===== config.mk =====
export PLATFORM = sky130hd
export DESIGN_NAME = gp_block_buffer
export DESIGN_NICKNAME = d
export VERILOG_FILES = /design/src/rtl/gp_pkg.sv /design/src/rtl/gp_buf_mem.sv /design/src/rtl/gp_block_buffer.sv
export SDC_FILE = /design/constraint.sdc
export NUM_CORES = 2
export LEC_CHECK = 0
export ABC_AREA = 0
export BUFFER_PORTS_ARGS = -buffer_cell sky130_fd_sc_hd__buf_2
export CAP_MARGIN = 20
export CORE_MARGIN = 2
export CORE_UTILIZATION = 50
export DETAILED_ROUTE_END_ITERATION = 6
export HOLD_SLACK_MARGIN = 0.03
export MAX_ROUTING_LAYER = met4
export PLACE_DENSITY = 0.69
export SLEW_MARGIN = 20
export SYNTH_ARGS = -nofsm -noshare
export SYNTH_HDL_FRONTEND = slang
export SYNTH_SLANG_ARGS = --single-unit

===== constraint.sdc =====
create_clock -name clk -period 12.8 [get_ports clk]
set_input_delay 3.84 -clock clk [delete_from_list [all_inputs] [get_ports clk]]
set_output_delay 3.84 -clock clk [all_outputs]
set_load 0.005 [all_outputs]

===== src/rtl/gp_pkg.sv =====
// Shared types and constants for the block-buffer slice: the cipher block width and its block type.
package gp_pkg;
    localparam int GP_BLOCK_W = 128;
    typedef logic [GP_BLOCK_W-1:0] gp_block_t;
endpackage


===== src/rtl/gp_buf_mem.sv =====
// Block storage for gp_block_buffer: DEPTH x WIDTH array, one synchronous write port and one
// asynchronous read port so the head block is visible in the same cycle its address is presented.
module gp_buf_mem
    import gp_pkg::*;
#(
    parameter int WIDTH = GP_BLOCK_W,
    parameter int DEPTH = 16
) (
    input  logic                     clk,
    input  logic                     we_i,
    input  logic [$clog2(DEPTH)-1:0] waddr_i,
    input  logic [WIDTH-1:0]         wdata_i,
    input  logic [$clog2(DEPTH)-1:0] raddr_i,
    output logic [WIDTH-1:0]         rdata_o
);
    // Contents are deliberately not reset; the buffer masks data_o while empty.
    logic [WIDTH-1:0] mem_q [DEPTH];

    always_ff @(posedge clk) begin
        if (we_i) begin
            mem_q[waddr_i] <= wdata_i;
        end
    end

    assign rdata_o = mem_q[raddr_i];
endmodule


===== src/rtl/gp_block_buffer.sv =====
// Show-ahead block FIFO between a cipher core and its consumer, with sticky overflow and busy back-pressure.
// Optional statistics counters (blocks_in_o, blocks_out_o, drops_o) are built when GP_BUF_STATS_EN is defined.
module gp_block_buffer
    import gp_pkg::*;
#(
    parameter int WIDTH     = GP_BLOCK_W,
    parameter int DEPTH     = 16,
    parameter int AF_MARGIN = 4
) (
    input  logic                     clk,
    input  logic                     rst,
    input  logic [WIDTH-1:0]         data_i,
    input  logic                     valid_i,
    output logic                     busy_o,
    input  logic                     clear_i,
    output logic [WIDTH-1:0]         data_o,
    output logic                     valid_o,
    input  logic                     ack_i,
    output logic [$clog2(DEPTH):0]   level_o,
`ifdef GP_BUF_STATS_EN
    output logic [31:0]              blocks_in_o,
    output logic [31:0]              blocks_out_o,
    output logic [31:0]              drops_o,
`endif
    output logic                     overflow_o
);
    localparam int AW = $clog2(DEPTH);
    localparam int LW = AW + 1;

    // Handshake: a push is offered whenever valid_i=1 and is accepted unless the buffer is full
    // with no same-cycle pop (then it is dropped and overflow_o latches); a pop happens when
    // ack_i=1 and valid_o=1. busy_o is advisory back-pressure raised early by AF_MARGIN slots.
    logic [LW-1:0]    wr_ptr_q, wr_ptr_d;
    logic [LW-1:0]    rd_ptr_q, rd_ptr_d;
    logic             overflow_q, overflow_d;
    logic [LW-1:0]    level;
    logic [LW-1:0]    free_slots;
    logic             empty, full;
    logic             push, pop, drop;
    logic [WIDTH-1:0] rdata;

    assign level      = wr_ptr_q - rd_ptr_q;
    assign free_slots = LW'(DEPTH) - level;
    assign empty      = (level == '0);
    assign full       = (level == LW'(DEPTH));

    assign pop  = ack_i & ~empty & ~clear_i;
    assign push = valid_i & ~clear_i & (~full | pop);
    assign drop = valid_i & ~clear_i & full & ~pop;

    always_comb begin
        wr_ptr_d   = wr_ptr_q;
        rd_ptr_d   = rd_ptr_q;
        overflow_d = overflow_q;
        if (clear_i) begin
            wr_ptr_d   = '0;
            rd_ptr_d   = '0;
            overflow_d = 1'b0;
        end else begin
            if (push) wr_ptr_d = wr_ptr_q + LW'(1);
            if (pop)  rd_ptr_d = rd_ptr_q + LW'(1);
            if (drop) overflow_d = 1'b1;
        end
    end

    always_ff @(posedge clk or negedge rst) begin
        if (!rst) begin
            wr_ptr_q   <= '0;
            rd_ptr_q   <= '0;
            overflow_q <= 1'b0;
        end else begin
            wr_ptr_q   <= wr_ptr_d;
            rd_ptr_q   <= rd_ptr_d;
            overflow_q <= overflow_d;
        end
    end

    gp_buf_mem #(
        .WIDTH (WIDTH),
        .DEPTH (DEPTH)
    ) u_mem (
        .clk     (clk),
        .we_i    (push),
        .waddr_i (wr_ptr_q[AW-1:0]),
        .wdata_i (data_i),
        .raddr_i (rd_ptr_q[AW-1:0]),
        .rdata_o (rdata)
    );

    assign valid_o    = ~empty;
    assign data_o     = empty ? '0 : rdata;
    assign level_o    = level;
    assign busy_o     = (free_slots <= LW'(AF_MARGIN));
    assign overflow_o = overflow_q;

`ifdef GP_BUF_STATS_EN
    logic [31:0] blocks_in_q, blocks_in_d;
    logic [31:0] blocks_out_q, blocks_out_d;
    logic [31:0] drops_q, drops_d;

    always_comb begin
        blocks_in_d  = blocks_in_q;
        blocks_out_d = blocks_out_q;
        drops_d      = drops_q;
        if (clear_i) begin
            blocks_in_d  = '0;
            blocks_out_d = '0;
            drops_d      = '0;
        end else begin
            if (push) blocks_in_d  = blocks_in_q + 32'd1;
            if (pop)  blocks_out_d = blocks_out_q + 32'd1;
            if (drop) drops_d      = drops_q + 32'd1;
        end
    end

    always_ff @(posedge clk or negedge rst) begin
        if (!rst) begin
            blocks_in_q  <= '0;
            blocks_out_q <= '0;
            drops_q      <= '0;
        end else begin
            blocks_in_q  <= blocks_in_d;
            blocks_out_q <= blocks_out_d;
            drops_q      <= drops_d;
        end
    end

    assign blocks_in_o  = blocks_in_q;
    assign blocks_out_o = blocks_out_q;
    assign drops_o      = drops_q;
`endif
endmodule

# Word level (Yosys, flattened, before mapping)

Memories as Yosys holds them, arrays and structs flattened.
Index checks and enable logic that the tools add are counted.

$add $sub $neg: 4
Order comparisons: 1
Equality and inequality tests: 1
Mux-type cells: 9
Bitwise logic cells: 11
Reductions and logical operators: 4

Operators by type and width:

| cell                  | number |
|---|---|
| $mux W128             | 1 |
| $mux W5               | 4 |
| $add A5 B1 Y5 const B | 2 |
| $and A1 B1 Y1         | 6 |
| $reduce_bool A2 Y1    | 3 |
| $eq A5 B5 Y1 const B  | 1 |
| $le A5 B3 Y1 const B  | 1 |
| $logic_not A5 Y1      | 1 |
| $sub A5 B5 Y5         | 1 |
| $sub A5 B5 Y5 const A | 1 |
| $mux W1               | 4 |
| $not A1 Y1            | 4 |
| $or A1 B1 Y1          | 1 |

Register bits: 11
Bits in writable memories: 2048
Input port bits: 133
Output and inout bits: 136
Word-level logic and storage cells: 34
Memories kept: 1

Memory list:

| memory      | depth | bits a word | rd ports | clocked after Yosys merged registers in | wr ports | RTL line         | RTL |
|---|---|---|---|---|---|---|---|
| u_mem.mem_q | 16    | 128         | 1        | 0                                       | 1        | gp_buf_mem.sv:17 | `logic [WIDTH-1:0] mem_q [DEPTH];` |

# Depth between registers and ports, before layout

Word-level depth: 9
Mapped depth: 16
Depth with buffers taken out: 13

# By module

A second synthesis with hierarchy kept.

Cells, all modules: 3453
Area total of the unflattened synthesis: 78495.3 um2

Modules (own cells, without submodules):

| module          | times used | cells an instance | area an instance (um2) | sequential area each (um2) |
|---|---|---|---|---|
| gp_buf_mem      | 1          | 3229              | 76882.5                | 61499.0 |
| gp_block_buffer | 1          | 224               | 1612.8                 | 275.3 |

# Worst setup path before layout

Ideal clock, no wire load.

Path type: in2reg
Start: input ack_i
End: memory u_mem.mem_q[3][0] in the netlist's numbering, enable pin
Library setup time: 0.771 ns
Data arrival time: 13.096 ns
Required time: 12.029 ns
Setup slack: -1.068 ns
Stages on the path: 3
Buffers on the path: 0
Cell sequence: nor2b_1 o2111ai_1 nor3_1

Cells in the longest elaborated chain, start to end: 6

Ends and longest elaborated chain:

| element                       | RTL line              | RTL |
|---|---|---|
| from (decl)                   | gp_block_buffer.sv:18 | `input logic ack_i,` |
| $and A1 B1 Y1 (2 in a row)    | gp_block_buffer.sv:47 | `assign pop = ack_i & ~empty & ~clear_i;` |
| $or A1 B1 Y1                  | gp_block_buffer.sv:48 | `assign push = valid_i & ~clear_i & (~full \| pop);` |
| $and A1 B1 Y1                 | gp_block_buffer.sv:48 |  |
| $mux W1                       | gp_buf_mem.sv:20      | `if (we_i) begin` |
| $mux W1 (implied by the code) | gp_buf_mem.sv:21      | `mem_q[waddr_i] <= wdata_i;` |
| to (decl)                     | gp_buf_mem.sv:17      |  |

No other way between the ends.

# Worst setup path after layout

Start: register rd_ptr_q[1]
End: output data_o[126]

Cells in the longest elaborated chain, start to end: 3
Elaborated cells on any way between the ends: 4

Ends and longest elaborated chain:

| element                | RTL line              | RTL |
|---|---|---|
| from (decl)            | gp_block_buffer.sv:34 | `logic [LW-1:0] rd_ptr_q, rd_ptr_d;` |
| from (signal assigned) | gp_block_buffer.sv:73 | `rd_ptr_q <= rd_ptr_d;` |
| $sub A5 B5 Y5          | gp_block_buffer.sv:42 | `assign level = wr_ptr_q - rd_ptr_q;` |
| $logic_not A5 Y1       | gp_block_buffer.sv:44 | `assign empty = (level == '0);` |
| $mux W128 *            | gp_block_buffer.sv:91 | `assign data_o = empty ? '0 : rdata;` |
| to (decl)              | gp_block_buffer.sv:16 | `output logic [WIDTH-1:0] data_o,` |

Mark *: on every way between the ends. The rest lies on a longest branch, timed or not.

==> impl_results.md <==
* Endpoints failing hold at 0
* Final Setup Violations at 0
* Layout cells sized above 1 at 29.0%
* Comb pwr share at 22.4%
* Synth Flop Type: edfxtp_1
* CP Data Arrival Time at 5.70 ns
* Vias at 38100
* Initial antenna violation count at 39
* Post_cts resized at 0
* Clock share of power at 32.8%
* Met3 Routed Length at 14.0 mm
* Routed vias/inst at 6.19
* P per Cell Area at 192 nW/µm²
* Hpwl dp at 92.4 mm
* Worst Hold Class: flop to flop
* IO Count at 269
* Routed length per instance at 30.0 µm
* Crit end category: output pin
* RSZ-0062 raised after global routing: false
* Min-delay src: rd_ptr_q[4]
* Sum Neg Setup Slack at 0 ns
* Final Cycle Share at 74.5%
* Synth top area share at 78.3%
* Finished Cell Area at 88200 µm²
* Cell count after synthesis at 3590
* Final Util at 56.5%
* Outcome: finished clean
* Critical path type: flop to output pin
* YS warnings at 0
* Clock Skews at 0.0274 ns
* EDFF count, synth at 2048
* Fin crit period at 9.54 ns
* Worst slew pin tran at 1.25 ns
* Sw Pwr at 4680 µW
* Synthesized cell area at 78500 µm²
* Nets at 4061
* Max Clk Rate at 0.105 GHz
* Switching Fraction at 27.6%
* Hold depth at 2
* Syn_area_per_cell at 21.9 µm²
* Die width at 400 µm
* Slew Viols, Final at 0
* WHS Endpoint: rd_ptr_q[4]
* Vert. Die Dim at 400 µm
* # port buffers at 268
* Clock root cell: clkbuf_16
* Placement Cell Area at 82000 µm²
* DRT Pass-1 Iters at 6
* Share of flip-flops with an asynchronous set or reset at 0.534%
* Flops & latches, synth at 2059
* Initial Utilization at 50.3%
* Top Layer Used: met4
* Crit Path Max Fanout at 60
* Met2 wire length at 89.3 mm
* Reg2reg setup slack at 5.67 ns
* First-pass GRT wire length at 267 mm
* GPL Wtd Cong at 0.750
* # hold bufs at CTS at 0
* Met1 WL at 77.1 mm
* Int Pwr at 12300 µW
* Total Power at 17000 µW
* Most frequent cells after synthesis: edfxtp_1 (2048), mux4_2 (294), mux2_2 (256)
* Core area at 156000 µm²
* Clk Latency, worst-skew pair at 0.82 ns
* Num rows at 145
* H-tree depth at 4
* Area grow syn2layout at 12.3%
* Clk sinks at 2059
* Clk buf depth at 3
* Vias in the first global route at 38700
* Routed WL at 185 mm
* Residual DRC at 0
* Max VDD drop at 153 µV
* Clock slew at reported path FFs at 0.06 ns
* CTS Buf Count at 197
* CP Launch Type: flop
* Worst R2R Path Depth at 14
* CTS tree: built
* Die Area at 160000 µm²
* Initial drt markers at 4293
* Rel. slew slack at 16.5%
* Synth area leaders: edfxtp_1 (78%), mux4_2 (8.4%), mux2_2 (3.7%)
* LEAKAGE at 0.0275 µW
* Post-route ant nets at 0
* Count leader, synth: edfxtp_1
* Crit path from: rd_ptr_q[1]
* Synth cell types at 50
* # Post-CTS Setup Buffers at 0
* Sequential fraction of the synthesis area at 78.7%
* Largest net degree at the start of global routing at 160
* Total Routing Usage GR at 23.6%
* FF-to-FF Start: rd_ptr_q[1]
* FF-to-FF End: u_mem.mem_q[7][46]
* Data required, critical path at 8.96 ns
* Leading area contributor after synthesis: edfxtp_1
* Max_cap viols at 0
* Part of the power in registers at 44.8%
* GR Overflow Total at 0
* Synth Net Count at 3735
-- cell families after synthesis --
family | synth area share, %
flops | 78.7
mux | 14.6
compound gates | 3.46
buf+inv | 1.61
simple gates | 1.30
fa+ha+maj | 0.201
xor+xnor | 0.112
-- flip-flops by register name, indices dropped and copies added, names as in the netlist --
signal / count
rd_ptr_q: 5
wr_ptr_q: 5
overflow_o: 1
u_mem.mem_q: 2048
-- power by group through the flow --
| stage | Sequential [µW] | Combinational, µW | Clock (µW) |
|---|---|---|---|
| 2_1_floorplan | 7700 | 2480 | 0 |
| 3_3_place_gp | 7750 | 3800 | 0 |
| 3_5_place_dp | 7760 | 3840 | 0 |
| 4_1_cts | 7610 | 3860 | 5650 |
| 5_1_grt | 7620 | 4070 | 5910 |
| 6_report | 7610 | 3800 | 5560 |
-- per-stage QoR --
stage | instances | setup WS, ns | hold WS (ns)
2_1_floorplan | 3590 | 2.10 | 0.486
3_3_place_gp | 5773 | 3.94 | 0.558
3_5_place_dp | 5774 | 4.05 | 0.585
4_1_cts | 6136 | 3.11 | 0.595
5_1_grt | 6157 | 3.04 | 0.628
6_report | 6160 | 3.26 | 0.591
-- per-layer routing --
| layer | vias to the layer above | track usage [%] |
|---|---|---|
| met1 | 20400 | 32.7 |
| met3 | 270 | 4.72 |
| met5 | - | - |
| li1 | 15900 | - |
| met2 | 1543 | 36.2 |
| met4 | 0 | 6.63 |
-- worst max-delay path, cell delays in order, from the launching register on --
cell and delay [ns]:
dfrtp_4 1.03, inv_1 0.23, ha_1 0.34, nor2b_1 0.12, o21a_1 0.22, or3_1 0.34
a211oi_1 0.49, ha_4 0.46, nor3_2 0.09, buf_4 0.26, buf_4 0.41, a22oi_1 0.26
o21ai_1 0.27, buf_2 0.25
-- worst max path at each step --
| stage | slack [ns] | cells after the start | end |
|---|---|---|---|
| after floorplan | 2.10 | 3 | u_mem.mem_q[15][0] |
| after global placement | 3.94 | 11 | data_o[63] |
| after detailed placement | 4.05 | 7 | data_o[77] |
| after CTS | 3.11 | 7 | data_o[77] |
| after global routing | 3.04 | 13 | data_o[63] |
| final | 3.26 | 13 | data_o[126] |
-- cell usage in the layout, fill, tap and decap left out, drive strengths merged, types with 8 or more instances in the layout --
master | netlist | routed
edfxtp | 2048 | 2048
buf | 151 | 332
mux4 | 322 | 322
mux2 | 256 | 256
clkbuf | 54 | 239
o22ai | 132 | 132
mux2i | 125 | 125
a22oi | 124 | 124
clkinv | 0 | 94
nor2 | 78 | 78
nor4 | 66 | 66
o21ai | 66 | 66
o221ai | 62 | 62
diode | 0 | 23
inv | 12 | 23
bufinv | 0 | 13
and3 | 13 | 13
ha | 11 | 11
dfrtp | 11 | 11
nand2 | 11 | 11
nor2b | 8 | 8
-- cell type report --
class                   instances  area (µm²)
diodes                         23        57.6
clock buffers                 239        5110
clock inverters               123        1040
fillers                     11400       67800
inverters                      12        45.0
multi-input cells            1314       15700
flip-flops and latches       2059       61800
well taps                    2058        2570
repair buffers                332        1920
No activity file was read; power rests on OpenSTA's default activity.
